===== src/rtl/sfifo_uart_pkg.sv =====
// Shared definitions for the FIFO-fed UART transmitter.
package sfifo_uart_pkg;

    localparam int unsigned FRAME_BITS = 10;
    localparam int unsigned DATA_BITS  = FRAME_BITS - 2;
    localparam int unsigned BIT_IDX_W  = 3;

    typedef enum logic [2:0] {
        ST_IDLE  = 3'd0,
        ST_FETCH = 3'd1,
        ST_CAPT  = 3'd2,
        ST_START = 3'd3,
        ST_DATA  = 3'd4,
        ST_STOP  = 3'd5
    } state_t;

endpackage


===== src/rtl/sfifo_uart_baud.sv =====
// Bit-period counter: clears on request, wraps at CLKS_PER_BIT-1, ticks on the last cycle.
module sfifo_uart_baud #(
    parameter int unsigned CLKS_PER_BIT = 16
) (
    input  logic clk,
    input  logic rst,
    input  logic clear,
    output logic tick_c
);

    localparam int unsigned CNT_W = (CLKS_PER_BIT > 1) ? $clog2(CLKS_PER_BIT) : 1;
    localparam logic [CNT_W-1:0] LAST = CNT_W'(CLKS_PER_BIT - 1);

    logic [CNT_W-1:0] cnt;

    // Count cycles within the current bit; restart on clear or after the last cycle.
    always_ff @(posedge clk or posedge rst) begin
        if (rst) begin
            cnt <= '0;
        end else if (clear || (cnt == LAST)) begin
            cnt <= '0;
        end else begin
            cnt <= cnt + CNT_W'(1);
        end
    end

    assign tick_c = (cnt == LAST);

endmodule


===== src/rtl/sfifo_uart_tx.sv =====
// UART transmitter that pops bytes from a registered-read FIFO and sends 8N1 frames.
module sfifo_uart_tx
    import sfifo_uart_pkg::*;
#(
    parameter int unsigned CLKS_PER_BIT = 16
) (
    input  logic       CLK,
    input  logic       RST,
    input  logic       empty,
    input  logic [7:0] iData,
    output logic       read,
    output logic       txd,
    output logic       busy
);

    state_t                 state;
    state_t                 state_next;
    logic [DATA_BITS-1:0]   shreg;
    logic [DATA_BITS-1:0]   shreg_next;
    logic [BIT_IDX_W-1:0]   bit_idx;
    logic [BIT_IDX_W-1:0]   bit_idx_next;
    logic                   read_next;
    logic                   txd_next;
    logic                   busy_next;
    logic                   armed;
    logic                   baud_clear;
    logic                   baud_tick;

    sfifo_uart_baud #(
        .CLKS_PER_BIT (CLKS_PER_BIT)
    ) u_baud (
        .clk    (CLK),
        .rst    (RST),
        .clear  (baud_clear),
        .tick_c (baud_tick)
    );

    // State register.
    always_ff @(posedge CLK or posedge RST) begin
        if (RST) begin
            state <= ST_IDLE;
        end else begin
            state <= state_next;
        end
    end

    // Next state, datapath updates and next values of the output flops.
    always_comb begin
        state_next   = state;
        shreg_next   = shreg;
        bit_idx_next = bit_idx;
        read_next    = 1'b0;
        unique case (state)
            ST_IDLE: begin
                if (!empty && armed) begin
                    state_next = ST_FETCH;
                    read_next  = 1'b1;
                end
            end
            ST_FETCH: state_next = ST_CAPT;
            ST_CAPT: begin
                shreg_next   = iData;
                bit_idx_next = '0;
                state_next   = ST_START;
            end
            ST_START: begin
                if (baud_tick) state_next = ST_DATA;
            end
            ST_DATA: begin
                if (baud_tick) begin
                    if (bit_idx == BIT_IDX_W'(DATA_BITS - 1)) begin
                        state_next = ST_STOP;
                    end else begin
                        bit_idx_next = bit_idx + BIT_IDX_W'(1);
                        shreg_next   = {1'b0, shreg[DATA_BITS-1:1]};
                    end
                end
            end
            ST_STOP: begin
                if (baud_tick) state_next = ST_IDLE;
            end
            default: state_next = ST_IDLE;
        endcase

        baud_clear = (state_next != state);

        unique case (state_next)
            ST_START: txd_next = 1'b0;
            ST_DATA:  txd_next = shreg_next[0];
            default:  txd_next = 1'b1;
        endcase

        // busy stays up through the closing edge of STOP, so it drops one cycle after txd idles.
        busy_next = (state_next != ST_IDLE) || (state != ST_IDLE);
    end

    // Shift register and bit index.
    always_ff @(posedge CLK or posedge RST) begin
        if (RST) begin
            shreg   <= '0;
            bit_idx <= '0;
        end else begin
            shreg   <= shreg_next;
            bit_idx <= bit_idx_next;
        end
    end

    // Output flops; armed holds off the first pop until the second edge after reset.
    always_ff @(posedge CLK or posedge RST) begin
        if (RST) begin
            read  <= 1'b0;
            txd   <= 1'b1;
            busy  <= 1'b0;
            armed <= 1'b0;
        end else begin
            read  <= read_next;
            txd   <= txd_next;
            busy  <= busy_next;
            armed <= 1'b1;
        end
    end

endmodule


===== config.mk =====
export PLATFORM = sky130hd
export DESIGN_NAME = sfifo_uart_tx
export DESIGN_NICKNAME = d
export VERILOG_FILES = /design/src/rtl/sfifo_uart_pkg.sv /design/src/rtl/sfifo_uart_baud.sv /design/src/rtl/sfifo_uart_tx.sv
export SDC_FILE = /design/constraint.sdc
export NUM_CORES = 1
export LEC_CHECK = 0
export ABC_AREA = 0
export CAP_MARGIN = 10
export CORE_MARGIN = 10
export CORE_UTILIZATION = 55
export DETAILED_ROUTE_END_ITERATION = 10
export GPL_ROUTABILITY_DRIVEN = 0
export PLACE_DENSITY = 0.8
export SYNTH_ARGS = -nofsm -noshare
export SYNTH_HDL_FRONTEND = slang
export SYNTH_SLANG_ARGS = --single-unit

===== constraint.sdc =====
create_clock -name CLK -period 3.2 [get_ports CLK]
set_input_delay 0.48 -clock CLK [delete_from_list [all_inputs] [get_ports CLK]]
set_output_delay 0.48 -clock CLK [all_outputs]
set_load 0.01 [all_outputs]

**Word-level counts from Yosys, hierarchy flattened**

Cells that the tools add are included.

- Word-level logic and storage cells: 48
- Bits of input ports: 11
- Output and inout port bits: 3
- Register bits after elaboration: 22

- Mux-type cells: 16
- Add/sub/neg operators: 2
- Reductions and logical operators: 9
- Eq/ne operators: 12

Operators with widths:

| cell | number |
|---|---|
| $mux 3 | 7 |
| $pmux 3 s6 | 1 |
| $mux 8 | 2 |
| $pmux 8 s2 | 1 |
| $eq 3x3->1 const B | 4 |
| $eq 3x2->1 const B | 3 |
| $pmux 3 s2 | 1 |
| $reduce_bool 3->1 | 2 |
| $add 4x1->4 const B | 1 |
| $eq 4x4->1 const B | 1 |
| $mux 4 | 1 |
| $ne 2x2->1 const B | 2 |
| $add 3x1->3 const B | 1 |
| $eq 3x1->1 const B | 1 |
| $logic_not 3->1 | 1 |
| $ne 3x3->1 | 1 |
| $reduce_and 3->1 | 1 |
| $logic_or 1x1->1 | 2 |
| $mux 1 | 2 |
| $pmux 1 s2 | 1 |
| $reduce_bool 2->1 | 1 |
| $logic_and 1x1->1 | 1 |
| $logic_not 1->1 | 1 |

**Logic depth before layout (Yosys ltp)**

Gate-level depths: netlist of run 1.

- Word-level depth: 7
- Depth in mapped cells: 7
- Mapped depth without buffers: 6

**Cells and area by module**

Synthesis of run 1 repeated with hierarchy kept, for this count alone.

- Cells, all modules: 95
- Area, all modules: 1117.3 µm²

Modules (own cells, without submodules):

| module | area an instance (µm²) | sequential area each (µm²) | times used | cells an instance |
|---|---|---|---|---|
| sfifo_uart_tx | 942.2 | 451.7 | 1 | 81 |
| sfifo_uart_baud | 175.2 | 100.1 | 1 | 14 |

**Least setup slack after synthesis of run 1**

OpenSTA, ideal clock, no wires.

- Kind: reg2reg
- From: register u_baud.cnt[0]
- To: register txd
- Buffers on the path: 1
- Cell stages (with the launch flop): 7
- Setup time: 0.082 ns
- Slack: 1.525 ns
- Arrival time: 1.593 ns
- Required time: 3.118 ns
- Clock period less this slack: 1.675 ns
- Path through: dfrtp_1 ha_1 and3_4 buf_6 a32o_1 or2_1 o31a_1

- Elaborated cells between the ends (all ways): 10
- Those cells by class: 3 x eq/ne; 7 x mux

RTL lines:

| what | line | RTL |
|---|---|---|
| start, declared | sfifo_uart_baud.sv:14 | `logic [CNT_W-1:0] cnt;` |
| start signal, assigned | sfifo_uart_baud.sv:23 | `cnt <= cnt + CNT_W'(1);` |
| $eq 4x4->1 | sfifo_uart_baud.sv:27 | `assign tick_c = (cnt == LAST);` |
| $mux 8 | sfifo_uart_tx.sv:70 | `if (baud_tick) begin` |
| $pmux 8 s2 | sfifo_uart_tx.sv:53 | `unique case (state)` |
| via shreg_next[0] | sfifo_uart_tx.sv:19 | `logic [DATA_BITS-1:0] shreg_next;` |
| $pmux 1 s2 | sfifo_uart_tx.sv:87 | `unique case (state_next)` |
| via txd_next | sfifo_uart_tx.sv:23 | `logic txd_next;` |
| end signal, assigned | sfifo_uart_tx.sv:117 | `txd <= txd_next;` |
| end, declared | sfifo_uart_tx.sv:12 | `output logic txd,` |

The timed path passes the listed nets, and every way through them passes these cells. The select of a mux whose other input is x is not followed.
A chain may end at the register's enable or synchronous reset.

**Final worst setup path of run 1**

- From: register txd
- To: output txd

No word-level cell between the ends.

==> results of run 1 <==
registers in the layout, indices dropped and copies added, names as in the netlist:
signal / cells
txd: 1
read: 1
state: 3
shreg: 8
busy: 1
armed: 1
bit_idx: 3
u_baud.cnt: 4
cell families (layout without fill, tap and decap cells):
group | count (synthesis) | count (layout) | share of synthesized area [%]
multiplexers | 1 | 1 | 1.07
AND/OR/NAND/NOR | 41 | 41 | 21.5
AO/OA/AOI/OAI | 20 | 20 | 13.2
other | 1 | 1 | 0.356
adder cells (fa/ha/maj) | 3 | 3 | 3.56
buffers and inverters | 9 | 21 | 5.57
flip-flops | 22 | 22 | 52.3
XOR/XNOR | 3 | 3 | 2.49
layout make-up:
cell class	count	area [sq um]	share of cell area, %
Sequential cell	22	552	45.7
Tap cell	25	31.3	2.59
Multi-Input combinational cell	69	444	36.7
Clock buffer	4	36.3	3.00
Inverter	4	15.0	1.24
Timing Repair Buffer	13	130	10.8
through the flow:
stage               util, %  hold WS [ps]  total power, mW  worst slack [ps]  cells
floorplan                 -           433            0.301              1530    100
CTS                    68.5           485            0.467              1340    137
detailed placement     66.5           469            0.318              1380    133
global placement       66.5           453            0.317              1460    133
finish                 68.5           475            0.459              1370    137
global route           68.5           506            0.480              1230    137
cell usage in the layout, fill, tap and decap left out, drive strengths merged, types with 2 or more instances in the layout:
| master | n |
|---|---|
| dfrtp | 21 |
| nand2 | 22 |
| a21oi | 2 |
| clkbuf | 4 |
| ha | 3 |
| a22oi | 6 |
| nand3b | 2 |
| nor2 | 5 |
| xnor2 | 2 |
| o21ai | 4 |
| inv | 4 |
| o31a | 2 |
| clkdlybuf4s50 | 13 |
| nor2b | 2 |
| a31oi | 2 |
metal layers:
| metal | up-vias | GRT usage [%] |
|---|---|---|
| met5 | - | 0 |
| met4 | 0 | 4.92 |
| met3 | 4 | 3.14 |
| met2 | 11 | 18.2 |
| met1 | 349 | 12.0 |
| li1 | 367 | - |
Yosys cell counts (all sizes together):
cell / number / area share [%]
a22oi: 6 / 4.3
conb: 1 / 0.36
inv: 4 / 1.4
nand2: 22 / 7.8
a211oi: 1 / 0.71
ha: 3 / 3.6
buf: 5 / 4.2
and2: 1 / 0.59
xor2: 1 / 0.83
o21ai: 4 / 1.9
or2: 1 / 0.59
and3: 1 / 1.1
or2b: 1 / 0.71
a21oi: 2 / 0.95
nand4: 1 / 0.59
mux2: 1 / 1.1
a32o: 1 / 0.95
nor4b: 1 / 2.3
xnor2: 2 / 1.7
nor2b: 2 / 1.2
dfstp: 1 / 2.5
nor3b: 1 / 1.8
and2b: 1 / 0.71
nor2: 5 / 1.8
a31oi: 2 / 1.2
o221ai: 1 / 0.83
dfrtp: 21 / 50
nand3b: 2 / 1.4
nor3: 1 / 0.47
nand3: 1 / 0.47
o31a: 2 / 1.7
o21bai: 1 / 0.71
power breakdown:
part / switching, mW / internal (mW) / leakage, nW
Combinational: 0.0103 / 0.0151 / 0.259
Sequential: 0.00257 / 0.284 / 0.252
Clock: 0.0780 / 0.0693 / 0.0210
how the worst max path moves through the flow:
stage,startpoint,to,slack [ps],depth (start not counted)
after floorplan,u_baud.cnt[0]$_DFF_PP0_,txd$_DFF_PP1_,1530,6
after global placement,bit_idx[0]$_DFFE_PP0P_,txd$_DFF_PP1_,1460,6
after detailed placement,bit_idx[0]$_DFFE_PP0P_,bit_idx[1]$_DFFE_PP0P_,1380,5
after CTS,txd$_DFF_PP1_,txd,1340,1
after global routing,bit_idx[0]$_DFFE_PP0P_,shreg[2]$_DFFE_PP0P_,1230,6
final,txd$_DFF_PP1_,txd,1370,1
==> impl_metrics.ini, run 1 <==
[pwr]
irDropWorstVdd_mv = 0.238
p_per_area_nw_per_um2 = 380
p_leak_nw = 0.532

[grt]
grt_pass1_wl_microns = 3540
gr-usage-all-layers_pct = 10.7
gr-total-overflow = 0
grt_max_degree = 23
grt_pass1_vias = 799
antenna_found_initial = 0

[floorplanning]
die_h_microns = 63.8
core-area_sq_um = 1760
floorplan.rows = 15
ios = 14
die_area_sq_um = 4070
dieWidth_microns = 63.8
initial_core_util_pct = 59.8

[layout]
fin_area_sq_um = 1210
drive_gt1_share_pct = 8.04
fin_nets = 127
area_growth_pct = 14.6
antenna_cells = 0
nFillCells = 145

[logic_synthesis]
yosysWarnings = 0
syn_avg_cell_area_sq_um = 10.5
synth.distinct_cells = 33
synth_fp_nets = 114
synth_seq_area_share_pct = 52.3
synth_area_sq_um = 1050
netlist_instances = 100
synth-seq-cells = 22

[run_status]
outcome = complete, no violations

[drt]
drc = 0
drtIter0Drc = 10
vias_per_cell = 5.34
dr.max_layer_used = met4
met2_wirelength_microns = 927
route.met3.wl_microns = 65
dr.pass1.iters = 4
met1Wirelength_microns = 882
wire_per_inst_microns = 13.9
antenna_left = 0
wl_microns = 1910
dr_total_vias = 731

[clock_network]
cts_resized = 0
cts_num_sinks = 22
clockBufferDepth = 2
holdBufCountCts = 0
cts_root_buf = clkbuf_4
htree_levels = 1
cts_setup_buffers = 0
cts_tree = done
cts_inserted_buffers = 3
clk_latency_ps = 290
clk_pin_slew_ps = 110

[sta]
tightest_slew_ps = 808
setup_viol_count_final = 0
fin_setup_tns_ps = 0
fmax_mhz = 545
rsz0062_at_grt = no
hold_viol_final = 0
skew_ps = 1.78
slew-limit-headroom_pct = 46.1
min_period_ps = 1830
report.final.slew_viol_count = 0
min_period_over_period_pct = 57.3

[setup_path]
path_class = reg -> out
cpMaxStageDelayCell = dfstp_2
cp.required_ps = 2720
path_cells = clkdlybuf4s50_1
cp_max_fo = 1
worstPathArrival_ps = 1350
r2r-end = shreg[2]$_DFFE_PP0P_
rr_worst_depth = 6
r2r_slack_ps = 1370
cp-start-kind = flip-flop
r2r_start = bit_idx[0]$_DFFE_PP0P_
slowest_delay_ps = 530
end_kind = output port
path_buf_inv = 1
critical-path-top-delay-family = flip-flops

[hold_path]
hold_class = reg -> reg
hold_depth = 1
holdCritStartpoint = u_baud.cnt[0]$_DFF_PP0_
hold_path_end = u_baud.cnt[0]$_DFF_PP0_

[placement]
hpwl_microns = 1450
portBuffers = 13
post_dp_cell_area_sq_um = 1170

[flow_run]
cap_viol_max_count = 0
No activity file was read; power rests on OpenSTA's default activity.
==> run 2: changes to the inputs <==
CORE_UTILIZATION = 47   (was 55)
PLACE_DENSITY = 0.73   (was 0.8)
clock period = 1.5 ns   (was 3.2 ns; I/O delays follow)
==> impl_metrics.ini, run 2 (synthesis results as in run 1) <==
[run_status]
outcome = finished, violations left
violations = negative setup slack

[floorplanning]
ios = 14
initial_core_util_pct = 48.6
floorplan.rows = 17
dieWidth_microns = 67.4
die_h_microns = 67.4
core-area_sq_um = 2170
die_area_sq_um = 4540

[drt]
wire_per_inst_microns = 13.7
drc = 0
dr_total_vias = 822
antenna_left = 0
dr.pass1.iters = 4
drtIter0Drc = 22
wl_microns = 2180
vias_per_cell = 5.17

[setup_path]
path_cells = ha_2 -> ha_4 -> nor4b_4 -> a211oi_1 -> or2_1 -> o31a_1
worstPathArrival_ps = 1980
end_kind = flip-flop
cp-start-kind = flip-flop
path_class = reg -> reg
cp_max_fo = 4
cpMaxStageDelayCell = dfrtp_1
cp.required_ps = 1750
slowest_delay_ps = 420

[layout]
drive_gt1_share_pct = 35.9
area_growth_pct = 36.2
largest_reg_flops = 8
final_util_pct = 66.2
reg.largest.list = shreg (8), u_baud.cnt (4)
final_common_cell = dfrtp_1
fin_nets = 146
nFillCells = 186
antenna_cells = 0
top_register = shreg
final_cell_mix = dfrtp_1, buf_4, nand2_1

[placement]
hpwl_microns = 1470
portBuffers = 13

[clock_network]
cts_num_sinks = 22
cts_root_buf = clkbuf_4
clk_latency_ps = 310
htree_levels = 1
holdBufCountCts = 0
clk_pin_slew_ps = 120
cts_tree = done
clockBufferDepth = 2
cts_inserted_buffers = 3

[grt]
grt_pass1_wl_microns = 3620
gr-total-overflow = 0
grt_pass1_vias = 839
gr-usage-all-layers_pct = 10.6
antenna_found_initial = 0
grt_max_degree = 23

[sta]
min_period_ps = 1730
report.final.slew_viol_count = 0
fmax_mhz = 580
fin_setup_tns_ps = -1540
hold_viol_final = 0
skew_ps = 5.16
worst_slack_ps = -225
min_period_over_period_pct = 115
rsz0062_at_grt = yes
setup_viol_count_final = 12

[pwr]
p_per_area_nw_per_um2 = 666
irDropWorstVdd_mv = 0.600
p_leak_nw = 0.629

[flow_run]
cap_viol_max_count = 0

[hold_path]
hold_class = in -> async
## run 2: cell count changes in the layout (fill, tap and decap cells not counted), sizes merged
cell and delta:
clkdlybuf4s50 -1, and2 +1, buf +18, dlygate4sd2 +1
## run 2: worst max-delay path: cells and delay by family (launching register included)
kind / cells / cell delay [ps]
simple gates: 2 / 510
fa+ha+maj: 2 / 370
compound gates: 2 / 370
flops: 1 / 420
## run 2: final timing paths
kind	start	end	slack, ps	cells past startpoint
min in group CLK	iData[7]	shreg[7]$_DFFE_PP0P_	450	3
hold / removal	RST	shreg[7]$_DFFE_PP0P_	220	3
setup / recovery	bit_idx[0]$_DFFE_PP0P_	txd$_DFF_PP1_	-230	6
hold reg to reg	shreg[4]$_DFFE_PP0P_	shreg[4]$_DFFE_PP0P_	510	2
setup reg to reg	bit_idx[0]$_DFFE_PP0P_	txd$_DFF_PP1_	-230	6
max in group asynchronous	RST	txd$_DFF_PP1_	990	3
## run 2: per-stage QoR
step	setup WS [ps]	power, mW	cell area (sq um)	hold WS [ps]	cells
2_1_floorplan	-152	0.642	1080	213	100
3_3_place_gp	-136	0.677	1330	457	152
3_5_place_dp	-183	0.679	1330	461	152
4_1_cts	-192	0.961	1390	233	157
5_1_grt	-313	0.995	1440	266	159
6_report	-225	0.957	1440	224	159
## run 2: routing by layer
layer	global-route usage (%)	wire length, microns	up-vias
met4	6.92	57	0
met1	11.3	957	401
met5	0	0	-
met2	18.0	1090	12
met3	2.81	81	5
li1	-	-	404
## run 2: final cells by class
class	instances	area, sq um	area share (%)
sequential	22	552	38.4
timing repair buffer	31	272	18.9
multi-input combinational	70	537	37.4
clock buffer	4	26.3	1.83
tap	28	35.0	2.44
inverter	4	15.0	1.05
## run 2: repair_timing
item                       CTS  global route
pin swaps                    7            10
gates cloned                 0             1
buffers inserted             1             2
setup endpoints to repair   13            16
resized for setup            9            15
## run 2: report_power, final
part	switching, mW	total [mW]	leakage, nW	internal, mW
sequential	0.00722	0.613	0.252	0.606
combinational	0.0220	0.0559	0.362	0.0339
clock	0.184	0.288	0.0150	0.104
==> run 3: changes to the inputs <==
CORE_UTILIZATION = 45   (was 47)
PLACE_DENSITY = 0.7   (was 0.73)
==> impl_metrics.ini, run 3 (synthesis results as in run 1) <==
[run_status]
outcome = finished, violations left
violations = negative setup slack

[setup_path]
cp-start-kind = flip-flop
end_kind = flip-flop
cp_max_fo = 3
cp.required_ps = 1740
worstPathArrival_ps = 1940
path_class = reg -> reg

[clock_network]
holdBufCountCts = 0
clk_latency_ps = 300
cts_tree = done
cts_num_sinks = 22
clockBufferDepth = 2
cts_root_buf = clkbuf_4
htree_levels = 1
cts_inserted_buffers = 3
clk_pin_slew_ps = 120

[floorplanning]
die_area_sq_um = 4680
die_h_microns = 68.4
floorplan.rows = 17
core-area_sq_um = 2210
ios = 14
dieWidth_microns = 68.4
initial_core_util_pct = 47.7

[layout]
area_growth_pct = 37.6
antenna_cells = 0
final_cell_mix = nand2_1, dfrtp_1, buf_4
finalNonFillerCells = 162
largest_reg_flops = 8
final_util_pct = 65.6
fin_nets = 149
top_register = shreg
reg.largest.list = shreg (8), u_baud.cnt (4)
drive_gt1_share_pct = 34.3

[grt]
grt_use_met3_pct = 3.10
gr-usage-all-layers_pct = 10.5
antenna_found_initial = 0
grt_max_degree = 23
gr-total-overflow = 0
busiest_layer = met2
grt_pass1_wl_microns = 3770
grt_pass1_vias = 880
met1_usage_pct = 12.3
use_met2_pct = 17.6

[placement]
portBuffers = 13
dp.cells = 154
hpwl_microns = 1630

[sta]
fmax_mhz = 592
min_period_over_period_pct = 113
fin_setup_tns_ps = -1220
hold_slack_ps = 254
worst_slack_ps = -191
rsz0062_at_grt = yes
skew_ps = 1.02
report.final.slew_viol_count = 0
min_period_ps = 1690
setup_viol_count_final = 12
hold_viol_final = 0

[drt]
wire_per_inst_microns = 13.5
drtIter0Drc = 40
wl_microns = 2180
dr_total_vias = 825
vias_per_cell = 5.09
dr.pass1.iters = 4
drc = 0
antenna_left = 0

[hold_path]
hold_class = in -> async

[flow_run]
cap_viol_max_count = 0

[pwr]
irDropWorstVdd_mv = 0.652
p_per_area_nw_per_um2 = 654
p_leak_nw = 0.641
==> run 3: routing by layer <==
| layer | share of wire (%) | vias up |
|---|---|---|
| met5 | 0 | - |
| met4 | 0.55 | 0 |
| met3 | 4.4 | 2 |
| met2 | 49 | 14 |
| met1 | 46 | 396 |
| li1 | - | 413 |
==> run 3: worst max-delay path: stages (launching register included) <==
cell	delay, ps
dfrtp_1	380
ha_2	200
ha_4	150
nor4b_4	40
buf_4	150
a32o_2	240
or2_1	230
o31a_1	240
==> run 3: cell type report <==
class                   count  area [sq um]
clock buffers               4          26.3
fillers                   193           761
inverters                   4          15.0
multi-input cells          70           533
flip-flops and latches     22           552
well taps                  28          35.0
repair buffers             34           290
==> run 3: power by group <==
part	total (mW)	switching [mW]	leakage [nW]	internal, mW
registers	0.613	0.00684	0.252	0.606
clock network	0.277	0.174	0.0150	0.104
logic	0.0594	0.0234	0.374	0.0360
==> run 3: worst paths after layout <==
| check | startpoint | endpoint | slack [ps] | cells past startpoint |
|---|---|---|---|---|
| max | bit_idx[0]$_DFFE_PP0P_ | txd$_DFF_PP1_ | -190 | 7 |
| min | RST | u_baud.cnt[1]$_DFF_PP0_ | 250 | 3 |
| max reg2reg | bit_idx[0]$_DFFE_PP0P_ | txd$_DFF_PP1_ | -190 | 7 |
| min reg2reg | shreg[3]$_DFFE_PP0P_ | shreg[3]$_DFFE_PP0P_ | 510 | 2 |
| max in group asynchronous | RST | txd$_DFF_PP1_ | 970 | 3 |
| min in group CLK | iData[7] | shreg[7]$_DFFE_PP0P_ | 470 | 3 |
==> run 3: per-stage QoR <==
step / setup slack [ps] / cell area [sq um] / total power, mW
6_report: -191 / 1450 / 0.950
5_1_grt: -283 / 1450 / 0.991
4_1_cts: -170 / 1430 / 0.959
3_5_place_dp: -202 / 1350 / 0.680
3_3_place_gp: -139 / 1350 / 0.678
2_1_floorplan: -152 / 1080 / 0.642
==> run 3: what timing repair did <==
item | in CTS | in global routing
hold endpoints to repair | 0 | 0
pin swaps | 8 | 9
resized for setup | 13 | 6
buffers inserted | 4 | 0
cloned | 1 | 0
setup endpoints to repair | 13 | 18
